<file path="config.mk">
export PLATFORM = sky130hd
export DESIGN_NAME = cnn_layer_sequencer
export DESIGN_NICKNAME = d
export VERILOG_FILES = /design/src/rtl/cnn_pkg.sv /design/src/rtl/cnn_watchdog.sv /design/src/rtl/cnn_layer_sequencer.sv
export SDC_FILE = /design/constraint.sdc
export NUM_CORES = 1
export LEC_CHECK = 0
export CAP_MARGIN = 40
export CORE_ASPECT_RATIO = 0.6
export CORE_MARGIN = 5
export CORE_UTILIZATION = 35
export CTS_BUF_LIST = sky130_fd_sc_hd__clkbuf_16
export DETAILED_ROUTE_END_ITERATION = 6
export GPL_ROUTABILITY_DRIVEN = 0
export GPL_TIMING_DRIVEN = 1
export HOLD_SLACK_MARGIN = 0.05
export PLACE_DENSITY = 0.57
export SLEW_MARGIN = 0
export SYNTH_ARGS = -nofsm -noshare
export SYNTH_HDL_FRONTEND = slang
export SYNTH_SLANG_ARGS = --single-unit
</file>
<file path="constraint.sdc">
create_clock -name clk -period 1.9 [get_ports clk]
set_clock_uncertainty 0.05 [all_clocks]
set_input_delay 0.38 -clock clk [delete_from_list [all_inputs] [get_ports clk]]
set_output_delay 0.38 -clock clk [all_outputs]
set_load 0.01 [all_outputs]
</file>
<file path="src/rtl/cnn_pkg.sv">
// Shared types and width helpers for the CNN pipeline control blocks.
package cnn_pkg;

  typedef enum logic [2:0] {
    IDLE,
    WAIT_CFG,
    LAUNCH,
    RUN,
    ADVANCE,
    DONE
  } seq_state_t;

  // Bits needed to hold values 0..max_val inclusive.
  function automatic int cnt_width(input int max_val);
    return (max_val < 1) ? 1 : $clog2(max_val + 1);
  endfunction

endpackage

</file>
<file path="src/rtl/cnn_watchdog.sv">
// Up-counting watchdog: cleared on demand, counts enabled cycles, flags the
// cycle on which the count would reach TIMEOUT.
module cnn_watchdog
  import cnn_pkg::*;
#(
  parameter int TIMEOUT = 4096
) (
  input  logic clk,
  input  logic rst_n,
  input  logic clk_en,
  input  logic clear,
  input  logic enable,
  output logic expired
);

  localparam int CW = cnt_width(TIMEOUT);

  logic [CW-1:0] count;

  always_ff @(posedge clk or negedge rst_n) begin
    if (!rst_n) begin
      count <= '0;
    end else if (clk_en) begin
      if (clear) begin
        count <= '0;
      end else if (enable && count != CW'(TIMEOUT)) begin
        count <= count + CW'(1);
      end
    end
  end

  // Fires on the TIMEOUT-th enabled cycle since the last clear.
  assign expired = enable && (count >= CW'(TIMEOUT - 1));

endmodule

</file>
<file path="src/rtl/cnn_layer_sequencer.sv">
// Frame-level scheduler: walks the layer iterators in order once per frame,
// flipping the ping-pong feature bank after each layer.
//
//  state    | meaning
//  IDLE     | waiting for a captured frame
//  WAIT_CFG | waiting for preload of layer idx (unbounded)
//  LAUNCH   | layer_go[idx] pulse, watchdog cleared
//  RUN      | waiting for layer_done[idx], watchdog counting
//  ADVANCE  | flip bank, pick next layer or finish
//  DONE     | result_valid pulse, index/bank rewound
module cnn_layer_sequencer
  import cnn_pkg::*;
#(
  parameter int N_LAYERS = 3,
  parameter int TIMEOUT  = 4096,
  parameter int DROP_W   = 8
) (
  input  logic                clk,
  input  logic                rst_n,
  input  logic                clk_en,
  input  logic                frame_valid,
  input  logic [N_LAYERS-1:0] cfg_ready,
  input  logic [N_LAYERS-1:0] layer_done,
  output logic [N_LAYERS-1:0] layer_go,
  output logic                buf_sel,
  output logic                busy,
  output logic                result_valid,
  output logic                err_timeout,
  output logic [DROP_W-1:0]   drop_cnt
);

  localparam int IDX_W = cnt_width(N_LAYERS);

  seq_state_t          state, state_nxt;
  logic [IDX_W-1:0]    idx, idx_nxt;
  logic                buf_sel_nxt, err_nxt;
  logic [N_LAYERS-1:0] cur;
  logic                cfg_hit, done_hit;
  logic                wd_clear, wd_en, wd_expired;

  assign cur      = N_LAYERS'(1) << idx;
  assign cfg_hit  = |(cfg_ready & cur);
  assign done_hit = |(layer_done & cur);

  cnn_watchdog #(.TIMEOUT(TIMEOUT)) u_watchdog (
    .clk     (clk),
    .rst_n   (rst_n),
    .clk_en  (clk_en),
    .clear   (wd_clear),
    .enable  (wd_en),
    .expired (wd_expired)
  );

  always_ff @(posedge clk or negedge rst_n) begin
    if (!rst_n) begin
      state       <= IDLE;
      idx         <= '0;
      buf_sel     <= 1'b0;
      err_timeout <= 1'b0;
    end else if (clk_en) begin
      state       <= state_nxt;
      idx         <= idx_nxt;
      buf_sel     <= buf_sel_nxt;
      err_timeout <= err_nxt;
    end
  end

  always_comb begin
    state_nxt   = state;
    idx_nxt     = idx;
    buf_sel_nxt = buf_sel;
    err_nxt     = err_timeout;
    wd_clear    = 1'b0;
    wd_en       = 1'b0;
    case (state)
      IDLE: begin
        if (frame_valid) state_nxt = WAIT_CFG;
      end
      WAIT_CFG: begin
        if (cfg_hit) state_nxt = LAUNCH;
      end
      LAUNCH: begin
        wd_clear  = 1'b1;
        state_nxt = RUN;
      end
      RUN: begin
        wd_en = 1'b1;
        // A completion arriving on the expiry cycle still counts as success.
        if (done_hit) begin
          state_nxt = ADVANCE;
        end else if (wd_expired) begin
          state_nxt   = IDLE;
          idx_nxt     = '0;
          buf_sel_nxt = 1'b0;
          err_nxt     = 1'b1;
        end
      end
      ADVANCE: begin
        buf_sel_nxt = ~buf_sel;
        if (idx == IDX_W'(N_LAYERS - 1)) begin
          state_nxt = DONE;
        end else begin
          idx_nxt   = idx + IDX_W'(1);
          state_nxt = WAIT_CFG;
        end
      end
      DONE: begin
        idx_nxt     = '0;
        buf_sel_nxt = 1'b0;
        state_nxt   = IDLE;
      end
      default: state_nxt = IDLE;
    endcase
  end

  assign layer_go     = (state == LAUNCH) ? cur : '0;
  assign result_valid = (state == DONE);
  assign busy         = (state != IDLE);

  // Frames arriving while a frame is in flight (DONE included) are lost.
  always_ff @(posedge clk or negedge rst_n) begin
    if (!rst_n) begin
      drop_cnt <= '0;
    end else if (clk_en && frame_valid && state != IDLE && drop_cnt != '1) begin
      drop_cnt <= drop_cnt + DROP_W'(1);
    end
  end

endmodule

</file>
---- Yosys cells after proc, flatten, opt, wreduce, memory -nomap -nowiden ----
Index checks and enable logic that the tools add are counted.
W data, S select, Z words.
word-level totals
  register bits after elaboration ......... 28
  output and inout port bits .............. 15
operators by class
  $add $sub $neg .......................... 3
  magnitude comparators ................... 1
  equal/unequal tests ..................... 14
  shift-type cells ........................ 1
  muxes and demuxes ....................... 18
  bitwise logic cells ..................... 4
  reductions and logical operators ........ 16
operators with widths
  cell                     number
  $mux W13                 2
  $mux W3                  6
  $pmux W3 S5              1
  $add A13 B1 Y13 const B  1
  $ge A13 B12 Y1 const B   1
  $ne A13 B13 Y1 const B   1
  $reduce_and A4 Y1        3
  $add A8 B1 Y8 const B    1
  $ne A2 B2 Y1 const B     4
  $ne A8 B8 Y1 const B     1
  $and A3 B3 Y3            2
  $eq A3 B2 Y1 const B     2
  $eq A3 B3 Y1 const B     2
  $mux W2                  3
  $pmux W2 S3              1
  $reduce_bool A3 Y1       2
  $reduce_or A3 Y1         2
  $logic_and A1 B1 Y1      5
  $reduce_and A5 Y1        1
  $mux W1                  4
  $eq A3 B1 Y1 const B     1
  $logic_not A3 Y1         1
  $ne A3 B2 Y1 const B     1
  $pmux W1 S3              1
  7 further kinds          8

---- Depth between registers and ports, before layout ----
Gate-level depths: netlist of run 1.
  word-level depth ........................ 6
  gate-level depth with buffers ........... 6
  mapped depth without buffers ............ 6

---- Modules after synthesis ----
A second synthesis of run 1 with hierarchy kept.
second synthesis, totals
  cell total of the unflattened synthesis .. 193
  area, all modules ....................... 1,843.0 sq um
modules (own cells, without submodules)
  module               times used  cells each  area each (sq um)  sequential area each (sq um)
  cnn_layer_sequencer  1           92          965.9              375.4
  cnn_watchdog         1           101         877.1              325.3

---- Least setup slack after synthesis of run 1 ----
OpenSTA, ideal clock, no wires.
  path type ............................... reg2reg
  start ................................... register idx[0]
  end ..................................... register buf_sel
  arrival ................................. 1.775 ns
  data required time ...................... 1.730 ns
  path slack .............................. -0.045 ns
  cell stages (with the launch flop) ...... 7
  buffers on the path ..................... 0
  period minus slack after synthesis ...... 1.945 ns
  cells stage by stage .................... dfrtp_1 -> inv_1 -> ha_1 -> a222oi_1 -> nand3_1 -> a21o_1 -> a31o_2
between the ends
  longest elaborated chain between the ends .. 5
RTL lines
  what                                RTL line                   text
  start, declared                     cnn_layer_sequencer.sv:35  logic [IDX_W-1:0] idx, idx_nxt;
  start signal, assigned              cnn_layer_sequencer.sv:62  idx <= idx_nxt;
  $shl A1 B2 Y3                       cnn_layer_sequencer.sv:41  assign cur = N_LAYERS'(1) << idx;
  $and A3 B3 Y3                       cnn_layer_sequencer.sv:43  assign done_hit = |(layer_done & cur);
  $reduce_or A3 Y1                    cnn_layer_sequencer.sv:43
  $ne A2 B2 Y1 (no source line)       --
  $reduce_and A4 Y1 (no source line)  --
  end signal, assigned                cnn_layer_sequencer.sv:63  buf_sel <= buf_sel_nxt;
  end, declared                       cnn_layer_sequencer.sv:25  output logic buf_sel,
Every way passes these cells.
A chain may end at the register's enable or synchronous reset.

---- Worst setup path after layout of run 1 ----
Same ends and word-level chain as after synthesis.

==> flow_summary.rst, run 1 <==
.. list-table::
   :header-rows: 1

   * - Metric
     - Value
   * - Result of the run
     - completed
   * - Power, Total
     - roughly 2.7 mW
   * - Async set or reset register ratio after synthesis
     - between 90% and 100%
   * - Layout Cells excl Fill
     - 286
   * - Setup slack of the worst register-to-register path
     - around 0.034 ns
   * - Layout cells sized above 1
     - just over 20%
   * - Fin crit share
     - approximately 98%
   * - Maximum VDD drop
     - around 540 uV
   * - CP Launch Type
     - flop
   * - Root buf cell
     - sky130_fd_sc_hd__clkbuf_16
   * - Width of the die
     - just under 100 microns
   * - Cells on Worst Hold Path
     - 1
   * - Number of antenna violations at the first check in global routing
     - 0
   * - Count of final setup violators
     - 0
   * - Maximum number of buffers from clock root to sink
     - 2
   * - Clock transition time at the flip-flop clock pins of the worst setup and hold paths
     - 0.07 ns
   * - Data required, critical path
     - about 2 ns
   * - PD cells
     - ~1200 nW/um^2
   * - Source-to-sink clock delay at the later pin of the worst-skew pair
     - 0.26 ns
   * - Remaining antenna violation count
     - 0
   * - FMAX
     - between 0.5 and 0.6 GHz
   * - Total GRT Usage
     - between 10 and 15%
   * - Maximum number of pins on one net before global-route repair
     - 29
   * - Synthesized area divided by synthesized cell count
     - 9.25 sq um
   * - Worst reg2reg endpoint
     - buf_sel
   * - Number of synthesized flops with an enable pin
     - 0
   * - Wire length per cell after detailed routing
     - between 15 and 20 microns
   * - Register area share after synthesis
     - a little over two fifths
   * - Full die area
     - about 6200 sq um
   * - Area share of the largest cell type after synthesis
     - around 43%
   * - Via-per-instance ratio
     - around 5.4
   * - Vias in the first global route
     - ~1500
   * - Transition time of the tightest slew-check pin
     - about 0.40 ns
   * - Netlist area before placement
     - about 1600 sq um
   * - Register bit total from synthesis
     - 28
   * - Critical register-to-register path startpoint
     - idx[0]
   * - Cells taking the most area after synthesis
     - sky130_fd_sc_hd__dfrtp_1 (43%), sky130_fd_sc_hd__ha_1 (4.6%), sky130_fd_sc_hd__nand2_1 (3.7%), sky130_fd_sc_hd__nand3_1 (3.4%), sky130_fd_sc_hd__xor2_1 (3.2%)
   * - Arr. time, crit path
     - 1.97 ns
   * - Via count
     - approximately 1600
   * - Leading register cell type out of synthesis
     - sky130_fd_sc_hd__dfrtp_1
   * - Die height
     - between 60 and 70 microns
   * - Maximum Capacitance Violations
     - 0
   * - Floorplan row count
     - 19
   * - Total overflow reported by the global router
     - 0
   * - Core region area
     - between 4000 and 5000 sq um
   * - Count of hold buffers inserted by post-cts repair
     - 0
   * - H-tree levels
     - 1
   * - Io pins
     - 25
   * - Number of hold violations in the final report
     - 0
   * - Post-placement cell count
     - between 200 and 300
   * - Sink Count
     - 28
   * - RSZ-0062 raised after global routing
     - true
   * - DP Wirelength
     - 3.28 mm
   * - Number of buffer cells added on primary ports
     - 24
   * - Final net count
     - 240
   * - Syn. warnings
     - 0
   * - Worst slew margin relative to its limit
     - approximately 73%
   * - Launch point of the worst path
     - idx[0]
   * - Minimum period implied by the final worst setup slack
     - between 1.5 and 2 ns
   * - Routed Wire Length
     - ~4.4 mm
   * - CTS tree
     - yes
   * - Unique masters post-synth
     - 44
   * - Highest net fanout along the worst path
     - 5
   * - Wire length of the first global-routing pass
     - roughly 7.5 mm
   * - Detailed-route DRC error count
     - 0
   * - First-pass iteration count of the detailed router
     - 4
   * - Reg2reg path depth
     - 6
   * - Critical path type
     - reg2reg
   * - Yosys top cell by area
     - sky130_fd_sc_hd__dfrtp_1
   * - CTS buffer count
     - 3
   * - Capturing element of the worst setup path
     - buf_sel
   * - Number of instances in the synthesized netlist
     - approximately 180
   * - Initial Util
     - between 30% and 40%
   * - Pins over their slew limit
     - 0
   * - Leakage power
     - ~1 nW
   * - Antenna diode instance count
     - 0
   * - Violation count after the first detailed-route iteration
     - 85
   * - Worst Setup End Kind
     - flop
   * - Worst min-delay path class
     - reg2reg
   * - Area added between synthesis and finish
     - 40.0%
   * - Net Count, Synth
     - slightly below 200
## metal layers
metal	GRT usage [%]	vias up	share of wire [%]
met2	21.5	41	45
met3	3.57	2	6.5
met5	0	-	0
met4	1.53	0	0.25
li1	-	742	-
met1	22.2	766	48
## placed cells by master, fill, tap and decap left out, types with 2 or more instances in the layout
cell / synthesis / final
sky130_fd_sc_hd__xnor2_1: 4 / 4
sky130_fd_sc_hd__a22oi_1: 2 / 2
sky130_fd_sc_hd__ha_1: 6 / 2
sky130_fd_sc_hd__nand3_1: 11 / 11
sky130_fd_sc_hd__o21ai_0: 10 / 10
sky130_fd_sc_hd__nor2_1: 9 / 9
sky130_fd_sc_hd__nor3_1: 6 / 5
sky130_fd_sc_hd__nand2b_1: 4 / 4
sky130_fd_sc_hd__inv_2: 0 / 2
sky130_fd_sc_hd__nand4_1: 8 / 8
sky130_fd_sc_hd__and3b_1: 3 / 3
sky130_fd_sc_hd__nand2_1: 16 / 16
sky130_fd_sc_hd__o31ai_1: 2 / 2
sky130_fd_sc_hd__nor4_1: 2 / 2
sky130_fd_sc_hd__buf_4: 0 / 21
sky130_fd_sc_hd__a21oi_1: 7 / 7
sky130_fd_sc_hd__ha_4: 0 / 3
sky130_fd_sc_hd__nand4b_1: 2 / 2
sky130_fd_sc_hd__or3_1: 6 / 5
sky130_fd_sc_hd__a31o_2: 2 / 2
sky130_fd_sc_hd__dlygate4sd2_1: 0 / 3
sky130_fd_sc_hd__buf_6: 0 / 3
sky130_fd_sc_hd__inv_1: 7 / 5
sky130_fd_sc_hd__xor2_1: 6 / 6
sky130_fd_sc_hd__and2_1: 7 / 7
sky130_fd_sc_hd__clkdlybuf4s15_1: 0 / 2
sky130_fd_sc_hd__a32o_1: 2 / 2
sky130_fd_sc_hd__dfrtp_1: 28 / 27
sky130_fd_sc_hd__clkbuf_16: 0 / 3
sky130_fd_sc_hd__clkdlybuf4s50_1: 0 / 18
## how the worst min path moves through the flow
stage / start / end / slack (ns)
final: err_timeout / err_timeout / 0.43
after global routing: err_timeout / err_timeout / 0.47
after CTS: err_timeout / err_timeout / 0.43
after detailed placement: err_timeout / err_timeout / 0.42
after global placement: err_timeout / err_timeout / 0.40
after floorplan: rst_n / buf_sel / 0.03
## layout make-up
cell class | count | area, sq um
fill | 424 | 2250
multi-input combinational | 136 | 951
sequential | 28 | 702
timing repair buffer | 48 | 430
tap | 63 | 78.8
clock buffer | 3 | 75.1
clock inverter | 1 | 30.0
inverter | 7 | 26.3
## cell usage after synthesis, types with 2 or more instances
cell and n:
sky130_fd_sc_hd__a21oi_1 7, sky130_fd_sc_hd__a22oi_1 2, sky130_fd_sc_hd__a31o_2 2, sky130_fd_sc_hd__a32o_1 2
sky130_fd_sc_hd__and2_1 7, sky130_fd_sc_hd__and3b_1 3, sky130_fd_sc_hd__clkbuf_1 5, sky130_fd_sc_hd__dfrtp_1 28
sky130_fd_sc_hd__ha_1 6, sky130_fd_sc_hd__inv_1 7, sky130_fd_sc_hd__nand2_1 16, sky130_fd_sc_hd__nand2b_1 4
sky130_fd_sc_hd__nand3_1 11, sky130_fd_sc_hd__nand4_1 8, sky130_fd_sc_hd__nand4b_1 2, sky130_fd_sc_hd__nor2_1 9
sky130_fd_sc_hd__nor3_1 6, sky130_fd_sc_hd__nor3b_1 2, sky130_fd_sc_hd__nor4_1 2, sky130_fd_sc_hd__o21ai_0 10
sky130_fd_sc_hd__o31ai_1 2, sky130_fd_sc_hd__or3_1 6, sky130_fd_sc_hd__xnor2_1 4, sky130_fd_sc_hd__xor2_1 6
## where the power goes
| part | switching [mW] | internal (mW) | total [mW] |
|---|---|---|---|
| Clock | 0.207 | 0.420 | 0.627 |
| Sequential | 0.173 | 0.730 | 0.903 |
| Combinational | 0.537 | 0.586 | 1.12 |
| Total | 0.918 | 1.74 | 2.65 |
## worst max-delay path, cell delays in order (launching register included)
cell and delay (ns):
sky130_fd_sc_hd__dfrtp_1 0.40, sky130_fd_sc_hd__buf_6 0.13, sky130_fd_sc_hd__ha_4 0.16, sky130_fd_sc_hd__a222oi_1 0.37
sky130_fd_sc_hd__buf_4 0.20, sky130_fd_sc_hd__nand4_1 0.16, sky130_fd_sc_hd__a31o_2 0.28
## logic make-up (layout without fill, tap and decap cells)
family / after synthesis / count (layout) / share of synthesized area (%)
muxes: 2 / 2 / 1.30
adders and majority gates: 6 / 6 / 4.58
AOI/OAI and AO/OA: 34 / 34 / 14.3
and+or+nand+nor: 84 / 84 / 28.6
buffers and inverters: 13 / 59 / 3.06
DFF: 28 / 28 / 42.8
xor gates and xnor gates: 10 / 10 / 5.35
## state kept, by name (all words and copies together) (netlist names)
name,flops
u_watchdog.count,13
drop_cnt,8
buf_sel,1
err_timeout,1
state,3
idx,2
## metrics by stage
stage	area [sq um]	util [%]	hold WS, ns	setup TNS (ns)	worst slack [ns]
after floorplan	1650	-	0.0344	0	0.0102
after global placement	2090	46.0	0.403	-0.671	-0.101
after detailed placement	2090	46.0	0.416	-1.15	-0.138
after CTS	2210	48.7	0.432	0	0.0268
after global routing	2290	50.5	0.473	-0.103	-0.0536
final	2290	50.5	0.432	0	0.0342
## timing repair
action / 4_1_cts / 5_1_grt
endpoints found under the setup margin: 5 / 13
setup buffers: 1 / 4
resized for setup: 9 / 11
gates cloned: 0 / 0
pin swaps: 0 / 9
(Power assumes the default switching activity.)
==> run 2: changes to the inputs <==
--- a/config.mk
+++ b/config.mk
@@ -15,7 +15,7 @@
 export GPL_TIMING_DRIVEN = 1
 export HOLD_SLACK_MARGIN = 0.05
 export PLACE_DENSITY = 0.57
-export SLEW_MARGIN = 0
+export SLEW_MARGIN = 20
 export SYNTH_ARGS = -nofsm -noshare
 export SYNTH_HDL_FRONTEND = slang
 export SYNTH_SLANG_ARGS = --single-unit
==> results of run 2 <==
The final DEF is identical to that of run 1; final timing and power are the same.
==> run 3: changes to the inputs <==
--- a/config.mk
+++ b/config.mk
@@ -15,6 +15,7 @@
 export GPL_TIMING_DRIVEN = 1
 export HOLD_SLACK_MARGIN = 0.05
 export PLACE_DENSITY = 0.57
+export RECOVER_POWER = 25
 export SLEW_MARGIN = 20
 export SYNTH_ARGS = -nofsm -noshare
 export SYNTH_HDL_FRONTEND = slang
==> run 3 against run 2 <==
  * Combinational power barely moved
  * Maximum frequency did not move
  * Via count did not move
  * Sequential cell count did not move
  * Count of clock-buffer cells in the layout did not move
  * Critical endpoint unchanged
==> flow_summary.rst, run 3 (synthesis results as in run 1) <==
.. list-table::
   :header-rows: 1

   * - Metric
     - Value
   * - Routed Wire Length
     - 4.39 mm
   * - Highest net fanout along the worst path
     - 5
   * - PD cells
     - between 1000 and 1500 nW/um^2
   * - Violation count after the first detailed-route iteration
     - 85
   * - Layout Cells excl Fill
     - ~290
   * - Fin area
     - between 2000 and 2500 sq um
   * - Number of antenna violations at the first check in global routing
     - 0
   * - Count of hold buffers inserted by post-cts repair
     - 0
   * - Detailed-route DRC error count
     - 0
   * - Data required, critical path
     - 2.01 ns
   * - Worst Setup End Kind
     - flop
   * - Sink Count
     - 28
   * - Via count
     - about 1600
   * - Wire length per cell after detailed routing
     - around 15 microns
   * - CTS tree
     - yes
   * - Io pins
     - 25
   * - Post-placement cell count
     - between 200 and 300
   * - Antenna diode instance count
     - 0
   * - CP Launch Type
     - flop
   * - Remaining antenna violation count
     - 0
   * - Total overflow reported by the global router
     - 0
   * - Layout cells sized above 1
     - about a fifth
   * - Fin util
     - ~50%
   * - Cells on Worst Hold Path
     - 1
   * - Root buf cell
     - sky130_fd_sc_hd__clkbuf_16
   * - Count of final setup violators
     - 0
   * - Transition time of the tightest slew-check pin
     - a little over 0.7 ns
   * - Power, Total
     - 2.65 mW
   * - Floorplan row count
     - 19
   * - Pins over their slew limit
     - 0
   * - Leakage power
     - roughly 1 nW
   * - Core region area
     - 4540 sq um
   * - Most common cell after layout, fill and taps aside
     - sky130_fd_sc_hd__dfrtp_1
   * - Minimum period implied by the final worst setup slack
     - between 1.5 and 2 ns
   * - Initial Util
     - between 30 and 40%
   * - Clock transition time at the flip-flop clock pins of the worst setup and hold paths
     - approximately 0.070 ns
   * - Register with the most flip-flops
     - u_watchdog.count
   * - Total placed instance area
     - 2090 sq um
   * - Number of hold violations in the final report
     - 0
   * - Commonest cells after routing, fill and taps aside
     - sky130_fd_sc_hd__dfrtp_1 (27), sky130_fd_sc_hd__buf_4 (20), sky130_fd_sc_hd__clkdlybuf4s50_1 (17)
   * - Source-to-sink clock delay at the later pin of the worst-skew pair
     - about 0.26 ns
   * - Via-per-instance ratio
     - between 5 and 6
   * - Full die area
     - 6190 sq um
   * - Die height
     - between 60 and 70 microns
   * - Maximum VDD drop
     - around 540 uV
   * - RSZ-0062 raised after global routing
     - true
   * - Fillcell total
     - 424
   * - Total negative setup slack
     - 0 ns
   * - Total GRT Usage
     - 14.6%
   * - Sequential standard cell area
     - 702 sq um
   * - Worst min-delay path class
     - reg2reg
   * - Largest regs
     - u_watchdog.count x13, drop_cnt x8, state x3
   * - Result of the run
     - completed
   * - Maximum number of pins on one net before global-route repair
     - 29
   * - Max FFs per register
     - 13
   * - Number of buffer cells added on primary ports
     - 24
   * - Wire length of the first global-routing pass
     - around 7.5 mm
   * - Maximum number of buffers from clock root to sink
     - 2
   * - Worst slew margin relative to its limit
     - 51.7%
   * - First-pass iteration count of the detailed router
     - 4
   * - H-tree levels
     - 1
   * - CTS buffer count
     - 3
   * - Reg2reg path depth
     - 6
   * - Arr. time, crit path
     - ~2.0 ns
   * - DP Worst Slack
     - -0.138 ns
   * - Area added between synthesis and finish
     - 39.9%
   * - Critical path type
     - reg2reg
   * - Hold Slack
     - between 0.4 and 0.5 ns
   * - Final net count
     - 240
   * - Multi-input combinational cell area
     - 951 sq um
   * - FMAX
     - between 0.5 and 0.6 GHz
   * - Smallest setup slack after layout
     - about 0.034 ns
   * - Vias in the first global route
     - roughly 1500
   * - DP Wirelength
     - between 3 and 4 mm
   * - Fin crit share
     - 98.2%
   * - Width of the die
     - 98.3 microns
   * - Maximum Capacitance Violations
     - 0
[run 3: cell types whose count changed in the layout (fill, tap and decap cells not counted)]
cell and delta:
sky130_fd_sc_hd__buf_4 -1, sky130_fd_sc_hd__clkbuf_2 +1, sky130_fd_sc_hd__dlygate4sd3_1 +1, sky130_fd_sc_hd__clkdlybuf4s50_1 -1
[run 3: layout make-up]
| cell class | instances | area share [%] |
|---|---|---|
| clock buffer | 3 | 3.28 |
| tap | 63 | 3.44 |
| inverter | 7 | 1.15 |
| sequential | 28 | 30.6 |
| clock inverter | 1 | 1.31 |
| multi-input combinational | 136 | 41.5 |
| timing repair buffer | 48 | 18.7 |
[run 3: what timing repair did]
item                                   4_1_cts  5_1_grt
pin swaps                                    0        9
resized for setup                            9       11
setup buffers                                1        4
setup endpoints to repair                    5       13
endpoints found under the hold margin        0        0
[run 3: worst paths after layout]
kind                              from                  end  slack, ns
max                             idx[0]              buf_sel       0.03
min                        err_timeout          err_timeout       0.43
max reg2reg                     idx[0]              buf_sel       0.03
min reg2reg                err_timeout          err_timeout       0.43
max in group asynchronous        rst_n  u_watchdog.count[0]       0.64
min in group asynchronous        rst_n          drop_cnt[3]       0.65
[run 3: where the power goes]
part           switching [mW]  leakage, nW  internal [mW]
clock network           0.207       0.0511          0.420
registers               0.173        0.368          0.730
logic                   0.537        0.586          0.585
total                   0.918         1.01           1.73
[run 3: metal layers]
| metal | up-vias | GRT usage [%] | part of all wire [%] |
|---|---|---|---|
| met5 | - | 0 | 0 |
| met4 | 0 | 1.53 | 0.25 |
| met3 | 2 | 3.57 | 6.5 |
| met2 | 41 | 21.5 | 45 |
| met1 | 766 | 22.2 | 48 |
| li1 | 742 | - | - |
[run 3: worst max-delay path: stages (launching register included)]
cell                       delay (ns)
sky130_fd_sc_hd__dfrtp_1         0.40
sky130_fd_sc_hd__buf_6           0.13
sky130_fd_sc_hd__ha_4            0.16
sky130_fd_sc_hd__a222oi_1        0.37
sky130_fd_sc_hd__buf_4           0.20
sky130_fd_sc_hd__nand4_1         0.16
sky130_fd_sc_hd__a31o_2          0.28
